File: src/rtl/proc_pkg.sv
// Shared types and width constants for the instruction/data memory arbiter.
// The optional round-robin tie-break is enabled with the MEM_ARB_RR_EN macro.
package proc_pkg;

  localparam int ADDR_W  = 5;
  localparam int DATA_W  = 64;
  localparam int INSTR_W = 32;

  typedef enum logic {
    IDLE = 1'b0,
    RESP = 1'b1
  } state_t;

  typedef enum logic {
    OWN_IF = 1'b0,
    OWN_DM = 1'b1
  } owner_t;

endpackage

File: src/rtl/mem_arbiter_if.sv
// Request/response bundle between the fetch port, the data port and the
// shared single-port memory. The arbiter uses the slave view; the bench uses the master view.
interface mem_arbiter_if #(
  parameter int ADDR_W  = proc_pkg::ADDR_W,
  parameter int DATA_W  = proc_pkg::DATA_W,
  parameter int INSTR_W = proc_pkg::INSTR_W
);

  // Handshake: a requester holds req (with its address/data stable) until it
  // sees gnt high in the same cycle; gnt is combinational from req in IDLE.
  // The matching valid pulses for exactly one cycle, the cycle after gnt.
  logic               if_req;
  logic [31:0]        if_addr;
  logic               if_gnt;
  logic               if_valid;
  logic [INSTR_W-1:0] if_rdata;

  logic               dm_req;
  logic               dm_we;
  logic [ADDR_W-1:0]  dm_addr;
  logic [DATA_W-1:0]  dm_wdata;
  logic               dm_gnt;
  logic               dm_valid;
  logic [DATA_W-1:0]  dm_rdata;

  logic [ADDR_W-1:0]  mem_addr;
  logic               mem_we;
  logic [DATA_W-1:0]  mem_wdata;
  logic [DATA_W-1:0]  mem_rdata;

  modport slave (
    input  if_req, if_addr, dm_req, dm_we, dm_addr, dm_wdata, mem_rdata,
    output if_gnt, if_valid, if_rdata, dm_gnt, dm_valid, dm_rdata,
           mem_addr, mem_we, mem_wdata
  );

  modport master (
    output if_req, if_addr, dm_req, dm_we, dm_addr, dm_wdata, mem_rdata,
    input  if_gnt, if_valid, if_rdata, dm_gnt, dm_valid, dm_rdata,
           mem_addr, mem_we, mem_wdata
  );

endinterface

File: src/rtl/mem_arb_pick.sv
// Combinational winner selection between the fetch and data requesters.
// Fixed priority (data wins ties) unless MEM_ARB_RR_EN selects round-robin ties.
module mem_arb_pick
  import proc_pkg::*;
(
  input  logic   if_req,
  input  logic   dm_req,
  input  owner_t last_owner,
  output owner_t winner
);

  always_comb begin
    winner = OWN_IF;
    if (if_req && dm_req) begin
`ifdef MEM_ARB_RR_EN
      // On a tie, whoever did not win last time goes now.
      winner = (last_owner == OWN_DM) ? OWN_IF : OWN_DM;
`else
      winner = OWN_DM;
`endif
    end else if (dm_req) begin
      winner = OWN_DM;
    end
  end

`ifndef MEM_ARB_RR_EN
  logic unused_last_owner;
  assign unused_last_owner = last_owner;
`endif

endmodule

File: src/rtl/mem_arbiter.sv
// Two-state arbiter sharing one synchronous single-port memory between
// instruction fetch and data accesses. MEM_ARB_RR_EN enables round-robin ties.
module mem_arbiter #(
  parameter int ADDR_W  = proc_pkg::ADDR_W,
  parameter int DATA_W  = proc_pkg::DATA_W,
  parameter int INSTR_W = proc_pkg::INSTR_W
) (
  input  logic             clk,
  input  logic             reset,
  mem_arbiter_if.slave     bus,
  output proc_pkg::state_t state_dbg
);

  import proc_pkg::*;

  state_t             state_q, state_d;
  owner_t             owner_q, winner, last_owner;
  logic               grant;
  logic               resp_if, resp_dm;
  logic               if_sel_q, dm_load_q;
  logic [INSTR_W-1:0] if_fetch, if_rdata_q;
  logic [DATA_W-1:0]  dm_rdata_q;

  // owner_q routes the response and doubles as the last-grant record for
  // the round-robin tie-break; fixed priority never looks at it.
`ifdef MEM_ARB_RR_EN
  assign last_owner = owner_q;
`else
  assign last_owner = OWN_IF;
`endif

  mem_arb_pick u_pick (
    .if_req     (bus.if_req),
    .dm_req     (bus.dm_req),
    .last_owner (last_owner),
    .winner     (winner)
  );

  always_ff @(posedge clk or negedge reset) begin
    if (!reset) state_q <= IDLE;
    else        state_q <= state_d;
  end

  // Reset also gates the combinational grant so nothing is granted while held.
  always_comb begin
    state_d       = state_q;
    grant         = 1'b0;
    bus.if_gnt    = 1'b0;
    bus.dm_gnt    = 1'b0;
    bus.mem_addr  = '0;
    bus.mem_we    = 1'b0;
    bus.mem_wdata = '0;
    case (state_q)
      IDLE: begin
        if (reset && (bus.if_req || bus.dm_req)) begin
          grant   = 1'b1;
          state_d = RESP;
          if (winner == OWN_DM) begin
            bus.dm_gnt    = 1'b1;
            bus.mem_addr  = bus.dm_addr;
            bus.mem_we    = bus.dm_we;
            bus.mem_wdata = bus.dm_wdata;
          end else begin
            bus.if_gnt    = 1'b1;
            bus.mem_addr  = bus.if_addr[ADDR_W+2:3];
          end
        end
      end
      RESP:    state_d = IDLE;
      default: state_d = IDLE;
    endcase
  end

  assign resp_if      = (state_q == RESP) && (owner_q == OWN_IF);
  assign resp_dm      = (state_q == RESP) && (owner_q == OWN_DM);
  assign bus.if_valid = resp_if;
  assign bus.dm_valid = resp_dm;
  assign if_fetch     = if_sel_q ? bus.mem_rdata[INSTR_W +: INSTR_W]
                                 : bus.mem_rdata[INSTR_W-1:0];

  // The response cycle forwards the memory word directly so data lines up
  // with valid; the registers then hold it until the next same-kind response.
  assign bus.if_rdata = resp_if ? if_fetch : if_rdata_q;
  assign bus.dm_rdata = (resp_dm && dm_load_q) ? bus.mem_rdata : dm_rdata_q;

  always_ff @(posedge clk or negedge reset) begin
    if (!reset) begin
      owner_q    <= OWN_IF;
      if_sel_q   <= 1'b0;
      dm_load_q  <= 1'b0;
      if_rdata_q <= '0;
      dm_rdata_q <= '0;
    end else begin
      if (grant) begin
        owner_q   <= winner;
        if_sel_q  <= bus.if_addr[2];
        dm_load_q <= !bus.dm_we;
      end
      if (resp_if)              if_rdata_q <= if_fetch;
      if (resp_dm && dm_load_q) dm_rdata_q <= bus.mem_rdata;
    end
  end

  assign state_dbg = state_q;

  logic unused_addr_bits;
  assign unused_addr_bits = ^{bus.if_addr[31:ADDR_W+3], bus.if_addr[1:0]};

endmodule

File: src/flat_wrapper.sv
// flat-port wrapper written by rule: the top's interface ports become plain ports
module mem_arbiter_flat import proc_pkg::*;
#(
  parameter int ADDR_W  = proc_pkg::ADDR_W,
  parameter int DATA_W  = proc_pkg::DATA_W,
  parameter int INSTR_W = proc_pkg::INSTR_W
)
  (clk, reset, state_dbg, bus_if_req, bus_if_addr, bus_dm_req, bus_dm_we, bus_dm_addr, bus_dm_wdata, bus_mem_rdata, bus_if_gnt, bus_if_valid, bus_if_rdata, bus_dm_gnt, bus_dm_valid, bus_dm_rdata, bus_mem_addr, bus_mem_we, bus_mem_wdata);
  mem_arbiter_if #(.ADDR_W(ADDR_W), .DATA_W(DATA_W), .INSTR_W(INSTR_W)) bus_i ();
  input  logic clk;
  input  logic reset;
  output proc_pkg::state_t state_dbg;
  input wire logic [$bits(bus_i.if_req)-1:0] bus_if_req;
  input wire logic [$bits(bus_i.if_addr)-1:0] bus_if_addr;
  input wire logic [$bits(bus_i.dm_req)-1:0] bus_dm_req;
  input wire logic [$bits(bus_i.dm_we)-1:0] bus_dm_we;
  input wire logic [$bits(bus_i.dm_addr)-1:0] bus_dm_addr;
  input wire logic [$bits(bus_i.dm_wdata)-1:0] bus_dm_wdata;
  input wire logic [$bits(bus_i.mem_rdata)-1:0] bus_mem_rdata;
  output wire logic [$bits(bus_i.if_gnt)-1:0] bus_if_gnt;
  output wire logic [$bits(bus_i.if_valid)-1:0] bus_if_valid;
  output wire logic [$bits(bus_i.if_rdata)-1:0] bus_if_rdata;
  output wire logic [$bits(bus_i.dm_gnt)-1:0] bus_dm_gnt;
  output wire logic [$bits(bus_i.dm_valid)-1:0] bus_dm_valid;
  output wire logic [$bits(bus_i.dm_rdata)-1:0] bus_dm_rdata;
  output wire logic [$bits(bus_i.mem_addr)-1:0] bus_mem_addr;
  output wire logic [$bits(bus_i.mem_we)-1:0] bus_mem_we;
  output wire logic [$bits(bus_i.mem_wdata)-1:0] bus_mem_wdata;
  assign bus_i.if_req = bus_if_req;
  assign bus_i.if_addr = bus_if_addr;
  assign bus_i.dm_req = bus_dm_req;
  assign bus_i.dm_we = bus_dm_we;
  assign bus_i.dm_addr = bus_dm_addr;
  assign bus_i.dm_wdata = bus_dm_wdata;
  assign bus_i.mem_rdata = bus_mem_rdata;
  assign bus_if_gnt = bus_i.if_gnt;
  assign bus_if_valid = bus_i.if_valid;
  assign bus_if_rdata = bus_i.if_rdata;
  assign bus_dm_gnt = bus_i.dm_gnt;
  assign bus_dm_valid = bus_i.dm_valid;
  assign bus_dm_rdata = bus_i.dm_rdata;
  assign bus_mem_addr = bus_i.mem_addr;
  assign bus_mem_we = bus_i.mem_we;
  assign bus_mem_wdata = bus_i.mem_wdata;
  mem_arbiter #(.ADDR_W(ADDR_W), .DATA_W(DATA_W), .INSTR_W(INSTR_W)) u_core (.clk(clk), .reset(reset), .bus(bus_i), .state_dbg(state_dbg));
endmodule
File: config.mk
export PLATFORM = sky130hd
export DESIGN_NAME = mem_arbiter_flat
export DESIGN_NICKNAME = d
export VERILOG_FILES = /design/src/rtl/proc_pkg.sv /design/src/rtl/mem_arbiter_if.sv /design/src/rtl/mem_arb_pick.sv /design/src/rtl/mem_arbiter.sv /design/src/flat_wrapper.sv
export SDC_FILE = /design/constraint.sdc
export NUM_CORES = 1
export LEC_CHECK = 0
export CAP_MARGIN = 20
export CORE_ASPECT_RATIO = 0.6
export CORE_UTILIZATION = 30
export CTS_CLUSTER_SIZE = 24
export DETAILED_ROUTE_END_ITERATION = 8
export PLACE_DENSITY = 0.71
export SYNTH_ARGS = -nofsm -noshare
export SYNTH_HDL_FRONTEND = slang
export SYNTH_SLANG_ARGS = --single-unit
export TNS_END_PERCENT = 20
File: constraint.sdc
create_clock -name clk -period 2.7 [get_ports clk]
set_input_delay 0.405 -clock clk [delete_from_list [all_inputs] [get_ports clk]]
set_output_delay 0.405 -clock clk [all_outputs]
set_load 0.03 [all_outputs]
==> flow_summary.json, run 1 <==
{
  "setup_tns_ps": 0,
  "cts_tree": "done",
  "numPortBuffers": 314,
  "fp.dieArea_sq_um": 16500,
  "core_area_sq_um": 15500,
  "ant_nets": 0,
  "clock_path_buffers": 2,
  "dpl.hpwl_microns": 11800,
  "critPathKind": "register to primary output",
  "yosysWarningCount": 0,
  "synth_common_cells": "dfrtp_1, and2_1, mux2_4",
  "status": "completed",
  "crit_path_end_kind": "primary output",
  "antenna_found_initial": 0,
  "finalMaxSlewViolations": 0,
  "root_buffer": "clkbuf_16",
  "final-hold-violation-count": 0,
  "r2r-start": "u_core.state_dbg",
  "syn_to_final_growth_pct": 71.2,
  "grt_usage_pct": 18.7,
  "cts.reportedPaths.clkPinSlew_ps": 70,
  "synth_most_common_cell": "dfrtp_1",
  "ys_ff_latch": 100,
  "setup_viol": 0,
  "synthArstFlopShare_pct": 100,
  "grt_max_degree": 67,
  "avgSynthCellArea_sq_um": 12.7,
  "cp-start-kind": "register",
  "worstPathRequired_ps": 2300,
  "post-route-min-period_ps": 2620,
  "tightest_slew_ps": 648,
  "netlist_instances": 378,
  "slew_headroom_pct": 56.8,
  "drive_gt1_share_pct": 31.9,
  "nFillCells": 1320,
  "gp_congestion": 0.839,
  "synth-main-ff-cell": "dfrtp_1",
  "worstHoldPathType": "input port to async pin",
  "whs_ps": 177,
  "pwr_density_cell_nw_per_um2": 927,
  "max_freq_mhz": 381,
  "dr.pass1.iters": 5,
  "irDropWorstVdd_v": 0.000621,
  "seq_area_frac_synth_pct": 52.3,
  "startpoint": "u_core.owner_q",
  "ios": 341,
  "clock_latency_ps": 350,
  "rsz0062_at_grt": "no",
  "netlist_area_sq_um": 4780,
  "die_w_microns": 165,
  "synth_nets": 548,
  "critPathArrivalTime_ps": 2220,
  "finalClockSkew_ps": 11.7,
  "grt_pass1_wl_microns": 23500,
  "cts_sinks": 100,
  "htreeDepth": 3,
  "grt_pass1_vias": 4181,
  "overflow": 0,
  "via_per_inst": 4.37,
  "synth_top_area_share_pct": 52.3,
  "dieHeight_microns": 99.8,
  "num_rows": 35,
  "synth.distinct_cells": 22,
  "drt_iter0_drc": 108,
  "start_util_pct": 31.0,
  "drc_errors": 0,
  "period_share_pct": 97.2,
  "path_max_fanout": 29,
  "n_antenna_cell": 0,
  "vias": 3914,
  "synthTopCellsByArea": "dfrtp_1, mux2_4, and2_1, mux2i_1, o21ai_0",
  "routed_wl_microns": 15300,
  "yosysTopAreaCell": "dfrtp_1",
  "synth_edf_count": 0,
  "leakage_nw": 4.14,
  "numCtsBuffers": 9,
  "wl_per_cell_microns": 17.1,
  "nets": 859,
  "drv_cap": 0
}
==> worst paths after layout <==
check,endpoint,slack [ps],depth (start not counted)
max,bus_if_rdata[28],80,4
min,u_core.dm_rdata_q[10],180,2
max reg2reg,u_core.dm_rdata_q[30],920,4
min reg2reg,u_core.if_rdata_q[0],490,2
max in group asynchronous,u_core.if_rdata_q[15],1440,3
min in group clk,u_core.if_rdata_q[0],490,2
==> sequential cells by signal (all words and copies together), names as in the netlist <==
| name | flops |
|---|---|
| u_core.dm_load_q | 1 |
| u_core.dm_rdata_q | 64 |
| u_core.if_rdata_q | 32 |
| u_core.if_sel_q | 1 |
| u_core.owner_q | 1 |
| u_core.state_dbg | 1 |
==> repair_timing <==
item,CTS,global route
gates resized for setup,2,18
setup buffers,0,0
hold buffers,0,0
setup endpoints to repair,2,18
==> cell type report <==
type / count / area (sq um) / share of cell area, %
Sequential cell: 100 / 2500 / 30.6
Tap cell: 203 / 254 / 3.10
Clock buffer: 9 / 225 / 2.75
Clock inverter: 6 / 48.8 / 0.596
Timing Repair Buffer: 326 / 3040 / 37.1
Multi-Input combinational cell: 249 / 2110 / 25.7
Inverter: 3 / 11.3 / 0.137
==> power by group <==
group          internal (mW)  total, mW  leakage, nW  switching [mW]
combinational           1.82       4.09         2.82            2.28
sequential              2.10       2.28         1.19           0.181
clock                  0.632       1.22        0.130           0.591
==> cell families (layout without fill, tap and decap cells) <==
family                 Yosys count  in the layout  share of synthesized area, %
flip-flops                     100            100                          52.3
multiplexers                    97             97                          26.7
AO/OA/AOI/OAI                   41             41                          4.60
buffers and inverters           29            344                          3.79
AND/OR/NAND/NOR                111            111                          12.6
==> per-stage QoR <==
stage / area (sq um) / utilization (%) / setup WS [ps] / std cells / power, mW
floorplan: 4780 / - / 588 / 378 / 4.78
global placement: 7880 / 50.9 / 172 / 881 / 6.35
detailed placement: 7880 / 50.9 / 134 / 881 / 6.42
CTS: 8150 / 52.7 / 27.1 / 896 / 7.69
global route: 8190 / 53.0 / 2.36 / 896 / 7.98
finish: 8190 / 53.0 / 76.9 / 896 / 7.59
==> cell usage in the layout (no fill, tap or decap), types with 4 or more instances in the layout <==
| cell | instances |
|---|---|
| and2_1 | 65 |
| o21ai_0 | 35 |
| dfrtp_1 | 99 |
| mux2i_1 | 32 |
| nor2_1 | 7 |
| mux2_4 | 60 |
| buf_12 | 7 |
| buf_4 | 132 |
| clkbuf_16 | 9 |
| clkdlybuf4s50_1 | 168 |
| nand2_1 | 32 |
| dlymetal6s2s_1 | 17 |
| mux2_1 | 4 |
| a22oi_1 | 5 |
==> worst max-delay path, cell delays in order, from the launching register on <==
cell and delay [ps]:
dfrtp_1 390, nand2b_2 220, buf_4 240, o21ai_0 290, clkdlybuf4s50_1 730
==> per-layer routing <==
metal  track usage [%]  wire length (microns)
met5                 0                      0
met4              3.81                    121
met1              25.5                   7020
met3              6.69                   1300
met2              28.4                   6840
Note: power is estimated with default switching activity, not from simulation.
==> run 2: changes to the inputs <==
--- a/config.mk
+++ b/config.mk
@@ -6,12 +6,13 @@
 export NUM_CORES = 1
 export LEC_CHECK = 0
 export CAP_MARGIN = 20
-export CORE_ASPECT_RATIO = 0.6
-export CORE_UTILIZATION = 30
+export CORE_AREA = 2 2 134 136
 export CTS_CLUSTER_SIZE = 24
 export DETAILED_ROUTE_END_ITERATION = 8
-export PLACE_DENSITY = 0.71
+export DIE_AREA = 0 0 136 138
+export PLACE_DENSITY = 0.67
 export SYNTH_ARGS = -nofsm -noshare
 export SYNTH_HDL_FRONTEND = slang
+export SYNTH_HIERARCHICAL = 1
 export SYNTH_SLANG_ARGS = --single-unit
 export TNS_END_PERCENT = 20
==> flow_summary.json, run 2 <==
{
  "p_comb_share_pct": 53.0,
  "irDropWorstVdd_v": 0.000577,
  "gp_congestion": 0.830,
  "switching_share_pct": 40.1,
  "syn_to_final_growth_pct": 72.2,
  "mostFrequentLayoutCells": "clkdlybuf4s50_1, buf_4, dfrtp_1",
  "drt_iter0_drc": 102,
  "yosysWarningCount": 6,
  "finalClockSkew_ps": 8.54,
  "worstHoldPathType": "input port to async pin",
  "root_buffer": "clkbuf_16",
  "numCtsBuffers": 9,
  "overflow": 0,
  "largest_reg_flops": 64,
  "leakage_nw": 4.28,
  "grt_max_degree": 69,
  "setup_viol": 0,
  "crit_slowest_cell": "clkdlybuf4s50_1",
  "rsz0062_at_grt": "no",
  "clock_latency_ps": 350,
  "cts_tree": "done",
  "slew_headroom_pct": 42.0,
  "numPortBuffers": 314,
  "critPathKind": "register to primary output",
  "n_antenna_cell": 0,
  "netlist_instances": 374,
  "grt_usage_pct": 16.2,
  "drive_gt1_share_pct": 32.0,
  "crit_path_end_kind": "primary output",
  "clock_path_buffers": 2,
  "num_rows": 49,
  "die_w_microns": 136,
  "whs_ps": 109,
  "grt_pass1_wl_microns": 23600,
  "regToRegEndpoint": "u_core/dm_rdata_q[47]",
  "core_area_sq_um": 17500,
  "r2r-start": "u_core/state_dbg",
  "ant_nets": 0,
  "setup_tns_ps": 0,
  "cts_sinks": 100,
  "crit_chain": "nand2b_2, buf_4, o21ai_0, clkdlybuf4s50_1",
  "drv_cap": 0,
  "critPathArrivalTime_ps": 2180,
  "mostFrequentLayoutCell": "clkdlybuf4s50_1",
  "pwr_density_cell_nw_per_um2": 910,
  "wl_per_cell_microns": 16.8,
  "dr.pass1.iters": 4,
  "synth_nets": 544,
  "grt_pass1_vias": 4373,
  "post-route-min-period_ps": 2580,
  "worstPathRequired_ps": 2300,
  "pwr-share-clk_pct": 16.8,
  "nFillCells": 1584,
  "postCtsSetupRepairBufs": 0,
  "drc_errors": 0,
  "tightest_slew_ps": 870,
  "largest-register": "u_core/dm_rdata_q",
  "netlist_area_sq_um": 4800,
  "path_max_fanout": 32,
  "htreeDepth": 3,
  "crit_buf_inv": 2,
  "period_share_pct": 95.6,
  "reg2reg_slack_ps": 1000,
  "ios": 341,
  "critPathMaxStageDelay_ps": 730,
  "cp_top_family": "buffers and inverters",
  "start_util_pct": 27.4,
  "dpl.hpwl_microns": 12000,
  "switchingPower_mw": 3.02,
  "reg2regPathDepth": 4,
  "dieHeight_microns": 138,
  "status": "completed",
  "avgSynthCellArea_sq_um": 12.8,
  "cts.reportedPaths.clkPinSlew_ps": 70,
  "final-hold-violation-count": 0,
  "nets": 855,
  "finalMaxSlewViolations": 0,
  "max_freq_mhz": 387,
  "antenna_found_initial": 0,
  "fp.dieArea_sq_um": 18800,
  "top_regs": "u_core/dm_rdata_q x64, u_core/if_rdata_q x32",
  "via_per_inst": 4.32,
  "cp-start-kind": "register",
  "routed_wl_microns": 15400,
  "multi_input_area_sq_um": 2110,
  "p_int_mw": 4.51,
  "seqPwrFrac_pct": 30.3,
  "vias": 3971,
  "final-seq-area_sq_um": 2500
}
==> run 2: power groups by stage <==
stage | registers (mW) | logic (mW) | clock network [mW]
after global routing | 2.34 | 4.20 | 1.38
after CTS | 2.28 | 4.06 | 1.31
after detailed placement | 2.31 | 4.05 | 0
final | 2.28 | 3.99 | 1.26
after global placement | 2.27 | 4.01 | 0
after floorplan | 2.25 | 2.53 | 0
==> run 2: worst max path at each step <==
| stage | start | endpoint | cells after the start |
|---|---|---|---|
| 2_1_floorplan | u_core/state_dbg | bus_if_rdata[14] | 4 |
| 3_3_place_gp | bus_mem_rdata[22] | bus_if_rdata[22] | 4 |
| 3_5_place_dp | bus_mem_rdata[20] | bus_if_rdata[20] | 4 |
| 4_1_cts | u_core/state_dbg | bus_dm_rdata[34] | 5 |
| 5_1_grt | u_core/owner_q | bus_if_rdata[27] | 4 |
| 6_report | u_core/owner_q | bus_if_rdata[9] | 4 |
==> run 2: repair_timing <==
| item | CTS | global route |
|---|---|---|
| endpoints found under the hold margin | 0 | 0 |
| cloned | 0 | 0 |
| resized for setup | 4 | 26 |
| setup endpoints to repair | 4 | 54 |
| hold buffers | 0 | 0 |
==> run 2: area by class of cell <==
type / instances / share of cell area (%)
tap: 229 / 3.46
clock inverter: 7 / 0.832
inverter: 4 / 0.182
multi-input combinational: 244 / 25.5
sequential: 100 / 30.3
clock buffer: 9 / 2.72
timing repair buffer: 326 / 37.0
==> run 2: layer usage <==
metal  vias to the layer above  routed length, microns  track usage [%]
met1                      1893                    5940             18.6
met4                         0                     269             5.26
met2                       189                    8000             28.7
li1                       1869                       -                -
met5                         -                       0                0
met3                        20                    1230             4.88
==> run 2: through the flow <==
stage                     utilization, %  instances  worst slack, ps  power (mW)  cell area (sq um)
after global routing                47.2        919             3.82        7.92               8270
final                               47.2        919              119        7.53               8270
after floorplan                        -        374              594        4.78               4800
after global placement              45.1        903              311        6.29               7920
after detailed placement            45.1        903              260        6.36               7920
after CTS                           46.8        919             12.9        7.65               8200
